`config.mk`:
```
export PLATFORM = sky130hd
export DESIGN_NAME = whackmole_game_ctrl
export DESIGN_NICKNAME = d
export VERILOG_FILES = /design/src/rtl/whackmole_game_ctrl.sv
export SDC_FILE = /design/constraint.sdc
export NUM_CORES = 1
export LEC_CHECK = 0
export CAP_MARGIN = 0
export CORE_ASPECT_RATIO = 0.7
export CORE_UTILIZATION = 55
export CTS_BUF_LIST = sky130_fd_sc_hd__clkbuf_8
export DETAILED_ROUTE_END_ITERATION = 10
export GPL_TIMING_DRIVEN = 0
export PLACE_DENSITY = 0.8
export REMOVE_ABC_BUFFERS = 1
export SYNTH_ARGS = -nofsm -noshare
export SYNTH_HDL_FRONTEND = slang
export SYNTH_SLANG_ARGS = --single-unit
```
`constraint.sdc`:
```
create_clock -name clk -period 6.86 [get_ports clk]
set_input_delay 1.372 -clock clk [delete_from_list [all_inputs] [get_ports clk]]
set_output_delay 1.372 -clock clk [all_outputs]
set_load 0.01 [all_outputs]
```
`src/rtl/whackmole_game_ctrl.sv`:
```
// whackmole_game_ctrl: game sequencer for the whack-a-mole datapath.
//  Owns the live mole pattern and paces pattern changes and the game clock from clk.
//  It asks the RNG for new values, accumulates a saturating score from hit_reg, and clears
//  moles once they are hit.
// Ports:
//  clk        system clock, all state on posedge
//  rst_n      asynchronous active-low reset
//  start      one-cycle start request (accepted in IDLE and OVER)
//  rand_val   current RNG output, sampled on pattern loads
//  hit_reg    hits from the whack datapath
//  moles      live mole pattern to the datapath
//  rand_next  one-cycle pulse after each pattern load: RNG must advance
//  score      hits this game, saturating at all-ones
//  time_left  game ticks remaining
//  playing    high while a game is running
//  game_over  high after a game has ended, until the next start
module whackmole_game_ctrl #(
   parameter int unsigned N          = 18,
   parameter int unsigned TICK_DIV   = 50_000_000,
   parameter int unsigned MOLE_TICKS = 2,
   parameter int unsigned GAME_TICKS = 60,
   parameter int unsigned SCORE_W    = 16
) (
   input  logic               clk,
   input  logic               rst_n,
   input  logic               start,
   input  logic [N-1:0]       rand_val,
   input  logic [N-1:0]       hit_reg,
   output logic [N-1:0]       moles,
   output logic               rand_next,
   output logic [SCORE_W-1:0] score,
   output logic [7:0]         time_left,
   output logic               playing,
   output logic               game_over
);

   localparam int unsigned TCW  = (TICK_DIV > 1) ? $clog2(TICK_DIV) : 1;
   localparam int unsigned MCW  = $clog2(MOLE_TICKS + 1);
   localparam int unsigned PCW  = $clog2(N + 1);
   // Sum width wide enough that score + popcount never wraps before the saturation test.
   localparam int unsigned SUMW = ((SCORE_W > PCW) ? SCORE_W : PCW) + 1;
   localparam logic [SUMW-1:0] SCORE_MAX = (SUMW'(1) << SCORE_W) - SUMW'(1);

   localparam logic [1:0] ST_IDLE   = 2'd0;
   localparam logic [1:0] ST_ACTIVE = 2'd1;
   localparam logic [1:0] ST_OVER   = 2'd2;

   logic [1:0]         state, state_next;
   logic [TCW-1:0]     tick_cnt, tick_cnt_next;
   logic [MCW-1:0]     mole_cnt, mole_cnt_next;
   logic [N-1:0]       moles_next, load_val, hits;
   logic [SCORE_W-1:0] score_next;
   logic [7:0]         time_left_next;
   logic               rand_pulse_next;
   logic               tick;
   logic [PCW-1:0]     pop;
   logic [SUMW-1:0]    score_sum;

   always_comb begin
      // A zero RNG value would leave the board empty; substitute a single mole.
      load_val = (rand_val == '0) ? N'(1) : rand_val;
      hits     = hit_reg & moles;
      pop      = '0;
      for (int i = 0; i < N; i++) begin
         pop = pop + PCW'(hits[i]);
      end
      score_sum = SUMW'(score) + SUMW'(pop);
      tick      = (state == ST_ACTIVE) && (tick_cnt == TCW'(TICK_DIV - 1));

      state_next      = state;
      tick_cnt_next   = tick_cnt;
      mole_cnt_next   = mole_cnt;
      moles_next      = moles;
      score_next      = score;
      time_left_next  = time_left;
      rand_pulse_next = 1'b0;

      case (state)
         ST_IDLE, ST_OVER: begin
            tick_cnt_next = '0;
            if (start) begin
               state_next      = ST_ACTIVE;
               score_next      = '0;
               time_left_next  = 8'(GAME_TICKS);
               mole_cnt_next   = MCW'(MOLE_TICKS);
               moles_next      = load_val;
               rand_pulse_next = 1'b1;
            end
         end
         ST_ACTIVE: begin
            tick_cnt_next = tick ? '0 : tick_cnt + TCW'(1);
            score_next    = (score_sum > SCORE_MAX) ? '1 : score_sum[SCORE_W-1:0];
            moles_next    = moles & ~hit_reg;
            // Reload and game end override the hit mask; hits are still scored above.
            if (tick) begin
               time_left_next = time_left - 8'd1;
               if (time_left == 8'd1) begin
                  state_next = ST_OVER;
                  moles_next = '0;
               end else begin
                  mole_cnt_next = mole_cnt - MCW'(1);
                  if (mole_cnt == MCW'(1)) begin
                     moles_next      = load_val;
                     mole_cnt_next   = MCW'(MOLE_TICKS);
                     rand_pulse_next = 1'b1;
                  end
               end
            end
         end
         default: state_next = ST_IDLE;
      endcase
   end

   always_ff @(posedge clk or negedge rst_n) begin
      if (!rst_n) begin
         state     <= ST_IDLE;
         tick_cnt  <= '0;
         mole_cnt  <= '0;
         moles     <= '0;
         rand_next <= 1'b0;
         score     <= '0;
         time_left <= 8'd0;
         playing   <= 1'b0;
         game_over <= 1'b0;
      end else begin
         state     <= state_next;
         tick_cnt  <= tick_cnt_next;
         mole_cnt  <= mole_cnt_next;
         moles     <= moles_next;
         rand_next <= rand_pulse_next;
         score     <= score_next;
         time_left <= time_left_next;
         // Decoded from the next state so the flags line up with the state register.
         playing   <= (state_next == ST_ACTIVE);
         game_over <= (state_next == ST_OVER);
      end
   end

endmodule

```
==> flow_summary.toml, run 1 <==
[layout]
syn2layout_area_growth_pct = 23.93
layout.area.seq_mm2 = 0.001877
n_fill_cell = 618
fin_area_mm2 = 0.005677
design.final.nets = 628
multi_input_gate_area_in_the_final_layout_mm2 = 0.002566
antenna_cells_inserted = 0
post_route_cells_drive_above_1_share = 0.06383

[worst_setup_path]
cpMostUsedCell = "sky130_fd_sc_hd__fa_1"
r2r.worst_path.cells = 15
worst_ep_arrival_time_ns = 6.81
reg2reg_from = "moles[4]"
biggest_fanout_along_the_worst_timing_path = 9
kind_of_critical_path = "input pin to register"
worst_ep_required_time_ns = 7.05
timing.critical_path.from_type = "input pin"
setup.reg_to_reg.worst_slack_ns = 1.30
worst_r2r_endpoint = "score[3]"
timing.critical_path.to_type = "register"
critical_path.cell_chain = "clkdlybuf4s50_1 -> and2_1 -> fa_1 -> inv_1 -> fa_1 -> fa_1 -> fa_1 -> inv_1 -> fa_1 -> fa_1 -> fa_1 -> a211oi_1 -> o21bai_1 -> a21o_1 -> nand2_1 -> a31oi_1"
delay_contributed_by_the_slowest_stage_of_the_critical_path_ns = 0.55
critical-path-slowest-cell = "sky130_fd_sc_hd__fa_1"
worst_setup_path_startpoint = "hit_reg[0]"

[timing]
tightest_slew_ns = 1.090
finalWorstSetupSlack_ns = 0.2318
worst_clock_skew_ns = 0.007915
rsz0062_at_grt = "false"
finalHoldViolations = 0
setup_viol = 0
timing.slew.headroom = 0.2736
hold_slack_ns = 0.5085
final.min_clock_period_ns = 6.628
period_share = 0.9662
max_freq_mhz = 150.9
finalMaxSlewViolations = 0
timing.setup.tns_ns = 0

[clocking]
tritoncts.num_buffers = 9
clock-sinks = 75
tritoncts = "yes"
cts_setup_buffers = 0
cts_max_path_buffers = 2
cts_repair_resize_count = 0
cts.htree.levels = 3
worstSkewPairLatency_ns = 0.35
clk_pin_slew_ns = 0.08
post_cts_hold_buffer_count = 0
cts.root.buffer_cell = "sky130_fd_sc_hd__clkbuf_8"

[global_route]
global_route_usage_over_all_layers = 0.2811
vias_in_the_first_global_route = 3847
largest_net_degree_at_the_start_of_global_routing = 46
wire_length_of_the_first_global_routing_pass_um = 19240
global_route.overflow_total = 0
grt_antenna_before_repair = 0

[yosys]
synth_simple_gate_area_frac = 0.2472
ys_async_sr_fraction = 1.000
synth-compound-area-share = 0.1773
synth_cell_type_count = 65
dominantRegCellSynth = "sky130_fd_sc_hd__dfrtp_1"
synthTopCellsByArea = "sky130_fd_sc_hd__dfrtp_1, sky130_fd_sc_hd__nand2_1, sky130_fd_sc_hd__fa_1"
synth_adder_area_share = 0.1005
synth_edf_count = 0
yosysWarningCount = 0
total_of_flip_flops_plus_latches_after_synthesis = 75
synth_cells = 485
post_synth_xor_area_fraction = 0.02677
yosysTopAreaCellShare = 0.4097
post_synthesis_instance_area_mm2 = 0.004581
syn_avg_cell_area_um2 = 9.445
synth-seq-area-share = 0.4097
synthDominantAreaCellType = "sky130_fd_sc_hd__dfrtp_1"
muxShareOfSynthArea = 0.006829
dominant_combinational_cell_family_by_area_after_synthesis = "simple AND/OR/NAND/NOR gates"

[detailed_routing]
final_antenna_net_count = 0
wl_um = 11410
detail_route.iter0.violations = 276
dr.pass1.iters = 7
routedWlPerCell_um = 17.15
drc = 16
routed_via_density = 6.050
via_count = 4023

[pwr]
power.ir.vdd_worst_mv = 0.1190
static-leakage-power_nw = 2.459
power_density_mw_per_mm2 = 175.2

[die]
die_footprint_mm2 = 0.008703
core_mm2 = 0.007973
ports = 84
floorplan.die.height_um = 78.36
die_w_um = 111.1
rows = 27
initial_utilization = 0.5745

[place]
io_buffers = 83
place.gp.congestion = 0.8273
dpl_ws_ns = -0.1244
postPlaceCellArea_mm2 = 0.005485
dp.final_hpwl_um = 8068

[hold_path]
worst_hold_path_type = "register to register"
hold_depth = 1
holdPathEnd = "tick_cnt[24]"
worstHoldStart = "tick_cnt[24]"

[flow_run]
number_of_max_cap_violations = 0

[status]
status = "complete, but fails checks"
failed_checks = "DRC"
[critical path: cells and delay by family]
family	cells	cell delay (ns)
adder cells (fa/ha/maj)	7	3.52
AO/OA/AOI/OAI	4	0.86
buffers and inverters	3	0.56
AND/OR/NAND/NOR	2	0.50
[cells in the final DEF (no fill, tap or decap), types with 4 or more instances in the layout]
cell,n
sky130_fd_sc_hd__a21o_1,4
sky130_fd_sc_hd__a21oi_1,20
sky130_fd_sc_hd__a31oi_1,21
sky130_fd_sc_hd__a41oi_1,4
sky130_fd_sc_hd__and2_1,16
sky130_fd_sc_hd__and3_1,11
sky130_fd_sc_hd__clkbuf_8,10
sky130_fd_sc_hd__clkdlybuf4s50_1,82
sky130_fd_sc_hd__dfrtp_1,75
sky130_fd_sc_hd__fa_1,13
sky130_fd_sc_hd__ha_1,16
sky130_fd_sc_hd__inv_1,16
sky130_fd_sc_hd__nand2_1,77
sky130_fd_sc_hd__nand2b_1,4
sky130_fd_sc_hd__nand3_1,23
sky130_fd_sc_hd__nor2_1,26
sky130_fd_sc_hd__nor2b_1,6
sky130_fd_sc_hd__nor3_1,7
sky130_fd_sc_hd__nor4_1,7
sky130_fd_sc_hd__o211ai_1,4
sky130_fd_sc_hd__o21a_1,4
sky130_fd_sc_hd__o21ai_0,15
sky130_fd_sc_hd__o2bb2ai_1,17
sky130_fd_sc_hd__or3_1,6
sky130_fd_sc_hd__or4_1,5
sky130_fd_sc_hd__xnor2_1,5
sky130_fd_sc_hd__xor2_1,9
[power breakdown]
group / switching (mW) / internal (mW) / leakage (nW)
combinational: 0.0846 / 0.0920 / 1.38
sequential: 0.0161 / 0.458 / 0.976
clock: 0.169 / 0.175 / 0.102
[cell usage after synthesis (all sizes together), types with 9 or more instances]
cell     number
o2bb2ai      17
fa           13
o21ai        18
nand3        24
ha           16
inv          16
a31oi        21
nor4          9
xor2          9
nand2        78
and2         16
and3         11
a21oi        21
clkbuf       15
nor2         26
dfrtp        75
[per-stage QoR]
step             util  std cells  power [mW]
2_1_floorplan       -        465      0.5699
3_3_place_gp   0.6839        649      0.6537
3_5_place_dp   0.6880        650      0.6606
4_1_cts        0.7120        665       1.004
5_1_grt        0.7120        665       1.047
6_report       0.7120        665      0.9948
[kinds of logic after synthesis]
family	after synthesis
and+or+nand+nor	212
xor gates and xnor gates	14
adders and majority gates	29
buffers and inverters	36
AOI/OAI and AO/OA	116
muxes	3
DFF	75
[how the worst max path moves through the flow]
stage	end	slack, ns
floorplan	score[8]	0.67
global placement	score[4]	-0.15
detailed placement	score[10]	-0.12
CTS	score[3]	0.24
global route	score[4]	0.03
finish	score[3]	0.23
[registers in the layout, indices dropped and copies added, names as in the netlist]
name       count
time_left      8
mole_cnt       2
moles         18
game_over      1
score         16
rand_next      1
playing        1
state          2
tick_cnt      26
[metal layers]
metal,track usage,share of wire
met5,0,0
met3,0.06178,0.059
met4,0.1041,0.018
met2,0.4283,0.44
met1,0.3966,0.48
[layout make-up]
type                    count  area share
multi-input cells         374      0.4521
clock inverters             5    0.009478
clock buffers              10     0.02425
inverters                  16     0.01058
flip-flops and latches     75      0.3306
well taps                 101     0.02226
repair buffers             84      0.1508
(Power assumes the default switching activity.)
==> run 2, diff against run 1 <==
CORE_UTILIZATION = 32   (was 55)
PLACE_DENSITY = 0.5   (was 0.8)
SLEW_MARGIN = 20   (was default)
clock period = 6.3 ns   (was 6.86 ns; I/O delays follow)
==> flow_summary.toml, run 2 (same netlist as run 1, synthesis figures left out) <==
[status]
status = "completed"

[clocking]
clock-sinks = 75
tritoncts = "yes"
clk_pin_slew_ns = 0.08
cts_max_path_buffers = 2
worstSkewPairLatency_ns = 0.35
cts.root.buffer_cell = "sky130_fd_sc_hd__clkbuf_8"
tritoncts.num_buffers = 9
post_cts_hold_buffer_count = 0
cts_setup_buffers = 0
cts.htree.levels = 3

[place]
postPlaceCellArea_mm2 = 0.005609
io_buffers = 83
dp.final_hpwl_um = 8615
place.gp.congestion = 0.7766
dpl_ws_ns = -0.6565

[hold_path]
hold_depth = 1
worst_hold_path_type = "register to register"
worstHoldStart = "time_left[6]"
holdPathEnd = "time_left[6]"

[flow_run]
number_of_max_cap_violations = 0

[timing]
period_share = 0.9847
rsz0062_at_grt = "true"
timing.setup.tns_ns = 0
hold_slack_ns = 0.5247
timing.slew.headroom = 0.3061
finalWorstSetupSlack_ns = 0.09662
final.min_clock_period_ns = 6.203
setup_viol = 0
tightest_slew_ns = 1.031
finalHoldViolations = 0
worst_clock_skew_ns = 0.008779
max_freq_mhz = 161.2
finalMaxSlewViolations = 0

[global_route]
vias_in_the_first_global_route = 3831
global_route.overflow_total = 0
largest_net_degree_at_the_start_of_global_routing = 39
global_route_usage_over_all_layers = 0.1756
grt_antenna_before_repair = 0
wire_length_of_the_first_global_routing_pass_um = 20240

[layout]
most-common-layout-cells = "sky130_fd_sc_hd__clkdlybuf4s50_1, sky130_fd_sc_hd__nand2_1, sky130_fd_sc_hd__dfrtp_1, sky130_fd_sc_hd__nor2_1, sky130_fd_sc_hd__nand3_1"
syn2layout_area_growth_pct = 27.31
leading_registers_by_flop_count = "tick_cnt x26, moles x18, score x16"
fin_area_mm2 = 0.005832
design.final.nets = 629
register_with_the_most_flip_flops = "tick_cnt"
n_fill_cell = 1360
post_route_cells_drive_above_1_share = 0.07270
antenna_cells_inserted = 0
largest_reg_flops = 26
layout_commonest_cell = "sky130_fd_sc_hd__clkdlybuf4s50_1"

[detailed_routing]
met2WireLength_um = 4977
wl_um = 12260
routedWlPerCell_um = 16.25
met3RoutedLength_um = 494
final_antenna_net_count = 0
m1WireLength_um = 6681
topRoutingLayerUsed = "met4"
via_count = 3945
detail_route.iter0.violations = 164
drc = 0
routed_via_density = 5.232
dr.pass1.iters = 5

[worst_setup_path]
worst_ep_required_time_ns = 6.55
critical_path.cell_chain = "clkdlybuf4s50_1 -> and2_1 -> fa_1 -> inv_1 -> fa_1 -> fa_1 -> fa_1 -> inv_1 -> fa_1 -> fa_2 -> fa_2 -> a211oi_2 -> nor2_1 -> o221a_4 -> and3_1 -> o32ai_1"
r2r.worst_path.cells = 15
biggest_fanout_along_the_worst_timing_path = 10
kind_of_critical_path = "input pin to register"
timing.critical_path.from_type = "input pin"
delay_contributed_by_the_slowest_stage_of_the_critical_path_ns = 0.59
worst_ep_arrival_time_ns = 6.46
crit_family = "adder cells"
setup.reg_to_reg.worst_slack_ns = 1.03
critical_path_buf_inv_count = 3
critical-path-slowest-cell = "sky130_fd_sc_hd__fa_1"
cpMostUsedCell = "sky130_fd_sc_hd__fa_1"
reg2reg_from = "moles[4]"
worst_r2r_endpoint = "score[8]"
timing.critical_path.to_type = "register"

[die]
initial_utilization = 0.3280
die_w_um = 145
rows = 36
die_footprint_mm2 = 0.01480
floorplan.die.height_um = 102.1
core_mm2 = 0.01396
ports = 84

[pwr]
power_density_mw_per_mm2 = 184.6
static-leakage-power_nw = 2.517
power.ir.vdd_worst_mv = 0.09211
sum_of_internal_switching_and_leakage_power_mw = 1.077
==> run 2: per-layer routing <==
| metal | vias to the layer above | global-route usage |
|---|---|---|
| li1 | 1911 | - |
| met1 | 1932 | 0.2626 |
| met2 | 94 | 0.2504 |
| met3 | 8 | 0.04241 |
| met4 | 0 | 0.04583 |
| met5 | - | 0 |
==> run 2: worst register-to-register path, stage by stage (launching register included) <==
cell	delay [ns]
sky130_fd_sc_hd__dfrtp_1	0.40
sky130_fd_sc_hd__and2_1	0.16
sky130_fd_sc_hd__fa_1	0.59
sky130_fd_sc_hd__inv_1	0.07
sky130_fd_sc_hd__fa_1	0.47
sky130_fd_sc_hd__fa_1	0.52
sky130_fd_sc_hd__fa_1	0.54
sky130_fd_sc_hd__inv_1	0.05
sky130_fd_sc_hd__fa_1	0.50
sky130_fd_sc_hd__fa_2	0.43
sky130_fd_sc_hd__fa_2	0.39
sky130_fd_sc_hd__a211oi_2	0.24
sky130_fd_sc_hd__nor2_1	0.09
sky130_fd_sc_hd__o221a_4	0.27
sky130_fd_sc_hd__and3_1	0.20
sky130_fd_sc_hd__o32ai_1	0.23
==> run 2: worst max-delay path by stage <==
stage | startpoint | endpoint | cells after the start
2_1_floorplan | hit_reg[0] | score[8] | 15
3_3_place_gp | hit_reg[4] | score[4] | 16
3_5_place_dp | hit_reg[0] | score[10] | 16
4_1_cts | hit_reg[0] | score[8] | 16
5_1_grt | hit_reg[10] | score[8] | 17
6_report | hit_reg[4] | score[8] | 16
==> run 2: what timing repair did <==
action,in CTS,in global routing
gates resized for setup,5,2
endpoints found under the setup margin,14,11
pin swaps,0,2
hold endpoints to repair,0,0
==> run 2: report_power, final <==
part | internal (mW) | switching [mW] | total, mW
Combinational | 0.100 | 0.0919 | 0.192
Clock | 0.187 | 0.183 | 0.370
Sequential | 0.499 | 0.0162 | 0.515
Total | 0.786 | 0.291 | 1.08
==> run 2: per-stage QoR <==
| stage | util | instances |
|---|---|---|
| after global routing | 0.4177 | 754 |
| after floorplan | - | 465 |
| after CTS | 0.4162 | 754 |
| after detailed placement | 0.4017 | 740 |
| final | 0.4177 | 754 |
| after global placement | 0.3985 | 738 |
==> run 2: area by class of cell <==
cell class | count | area (µm²) | share of cell area
repair buffers | 85 | 868.3 | 0.1489
multi-input cells | 374 | 2608 | 0.4471
clock inverters | 4 | 43.79 | 0.007509
clock buffers | 10 | 137.6 | 0.02360
well taps | 190 | 237.7 | 0.04076
inverters | 16 | 60.06 | 0.01030
flip-flops and latches | 75 | 1877 | 0.3218
==> edit (settings of run 2) <==
Change the parameter `TICK_DIV` from 50_000_000 to 25_000_000.
--- a/src/rtl/whackmole_game_ctrl.sv
+++ b/src/rtl/whackmole_game_ctrl.sv
@@ -16,7 +16,7 @@
 //  game_over  high after a game has ended, until the next start
 module whackmole_game_ctrl #(
    parameter int unsigned N          = 18,
-   parameter int unsigned TICK_DIV   = 50_000_000,
+   parameter int unsigned TICK_DIV   = 25_000_000,
    parameter int unsigned MOLE_TICKS = 2,
    parameter int unsigned GAME_TICKS = 60,
    parameter int unsigned SCORE_W    = 16
Check against the original RTL: same outputs for any inputs over 4 cycles, from zero or initial values and one cycle with rst_n low; that may be too few to reach the edited logic, so the function may still have changed.
==> edit against run 2 <==
Clock skew grew 0.0029 ns; cell area grew 1.5%; synthesized cell count grew 0.41%; wire length grew 6.9%; power grew 31%; sequential cell count shrank 1; area after synthesis is essentially flat; largest power group unchanged; worst setup slack gained 0.10 ns.
==> edit: results (changes against run 2) <==
* Status: complete, no violations (unchanged)
* Number of register bits inferred by synthesis at 74 (was 75)
* Post-CTS sizing at 4 (was 5)
* Nets at 636 (was 629)
* Layout cell share with drive strength beyond 1 at 7.50% (was 7.27%)
* Fin crit share at 96.8% (was 98.5%)
* Logic pwr share at 27.2% (was 17.8%)
* Worst path arrival time at 6.30 ns (was 6.46 ns)
* Worst R2R Path Depth at 16 (was 15)
* Hold path startpoint: mole_cnt[1] (was time_left[6])
* Post-synthesis adder-cell area fraction at 10.0% (was 10.1%)
* Vias in the first global route at 3899 (was 3831)
* Routability Congestion at 0.800 (was 0.777)
* Sequential power at 0.575 mW (was 0.515 mW)
* Initial DRT Pass Iterations at 4 (was 5)
* Synth top cells by count: dfrtp_1 (74), nor2_1 (44), nand2_1 (41), o21ai_0 (31), inv_1 (23) (was nand2_1 (77), dfrtp_1 (75), nor2_1 (26), nand3_1 (23), a31oi_1 (21))
* Met3 Use GR at 3.88% (was 4.24%)
* Worst Hold End: mole_cnt[1] (was time_left[6])
* Critical R2R Launch: moles[10] (was moles[4])
* Internal power at 0.970 mW (was 0.786 mW)
* Area of the multi-input gates at 2610 um^2 (about the same)
* VDD IR max at 0.000120 V (was 0.0000921 V)
* Largest net degree at the start of global routing at 54 (was 39)
* Buffers, non-clock at 89 (was 85)
* First-pass GRT wire length at 21700 um (was 20200 um)
* Drt first-iter violations at 198 (was 164)
* WL met3 at 632 um (was 494 um)
* Setup Buffers After CTS at 2 (was 0)
* Met1 WL at 6860 um (was 6680 um)
* Complex-gate fraction of the synthesized area at 18.1% (was 17.7%)
* Mux share of post-synthesis cell area at 0.218% (was 0.683%)
* Rel. slew slack at 37.1% (was 30.6%)
* Synth unique cells at 54 (was 65)
* Clk_skew at 0.0117 ns (was 0.00878 ns)
* Critical path's largest stage delay at 0.55 ns (was 0.59 ns)
* Clk tree area frac at 3.93% (was 3.11%)
* Multi-In Gates at 371 (was 374)
* Net switching power at 0.437 mW (was 0.291 mW)
* Largest cells by area after synthesis: dfrtp_1 (40%), fa_1 (5.7%), ha_1 (4.4%) (was dfrtp_1 (41%), nand2_1 (6.3%), fa_1 (5.7%))
* GR Layer Usage met1 at 28.1% (was 26.3%)
* Largest regs: tick_cnt (25), moles (18), score (16) (was tick_cnt (26), moles (18), score (16))
* Critical path peak fanout at 6 (was 10)
* Leakage at 2.52 nW (about the same)
* Non-Clock Buffer Area Fraction at 15.3% (was 14.9%)
* Reg2Reg Setup Slack at 1.13 ns (was 1.03 ns)
* Post-synthesis sequential area ratio at 40.4% (was 41.0%)
==> edit: cell count changes in the layout (fill, tap and decap cells not counted), moves of 10 or more <==
cell	before	now
nand2_1	76	41
nor2_1	26	42
o2bb2ai_1	17	1
o21ai_0	15	30
a22o_1	1	15
o211ai_1	4	15
a31oi_1	21	11
nand4_1	3	13
==> edit: through the flow <==
stage / cells / area (um^2) / util, % / hold slack, ns / setup TNS [ns]
3_3_place_gp: 740 / 5560 / 39.8 / 0.477 / -12.98
6_report: 763 / 5920 / 42.4 / 0.493 / 0
3_5_place_dp: 742 / 5590 / 40.1 / 0.487 / -12.49
2_1_floorplan: 467 / 4490 / - / 0.458 / 0
5_1_grt: 763 / 5920 / 42.4 / 0.524 / -0.00412
4_1_cts: 760 / 5860 / 41.9 / 0.499 / 0
==> edit: cells by family after synthesis <==
kind of cell    after synthesis
compound gates              122
xor+xnor                     20
fa+ha+maj                    29
buf+inv                      43
flops                        74
mux                           1
simple gates                198
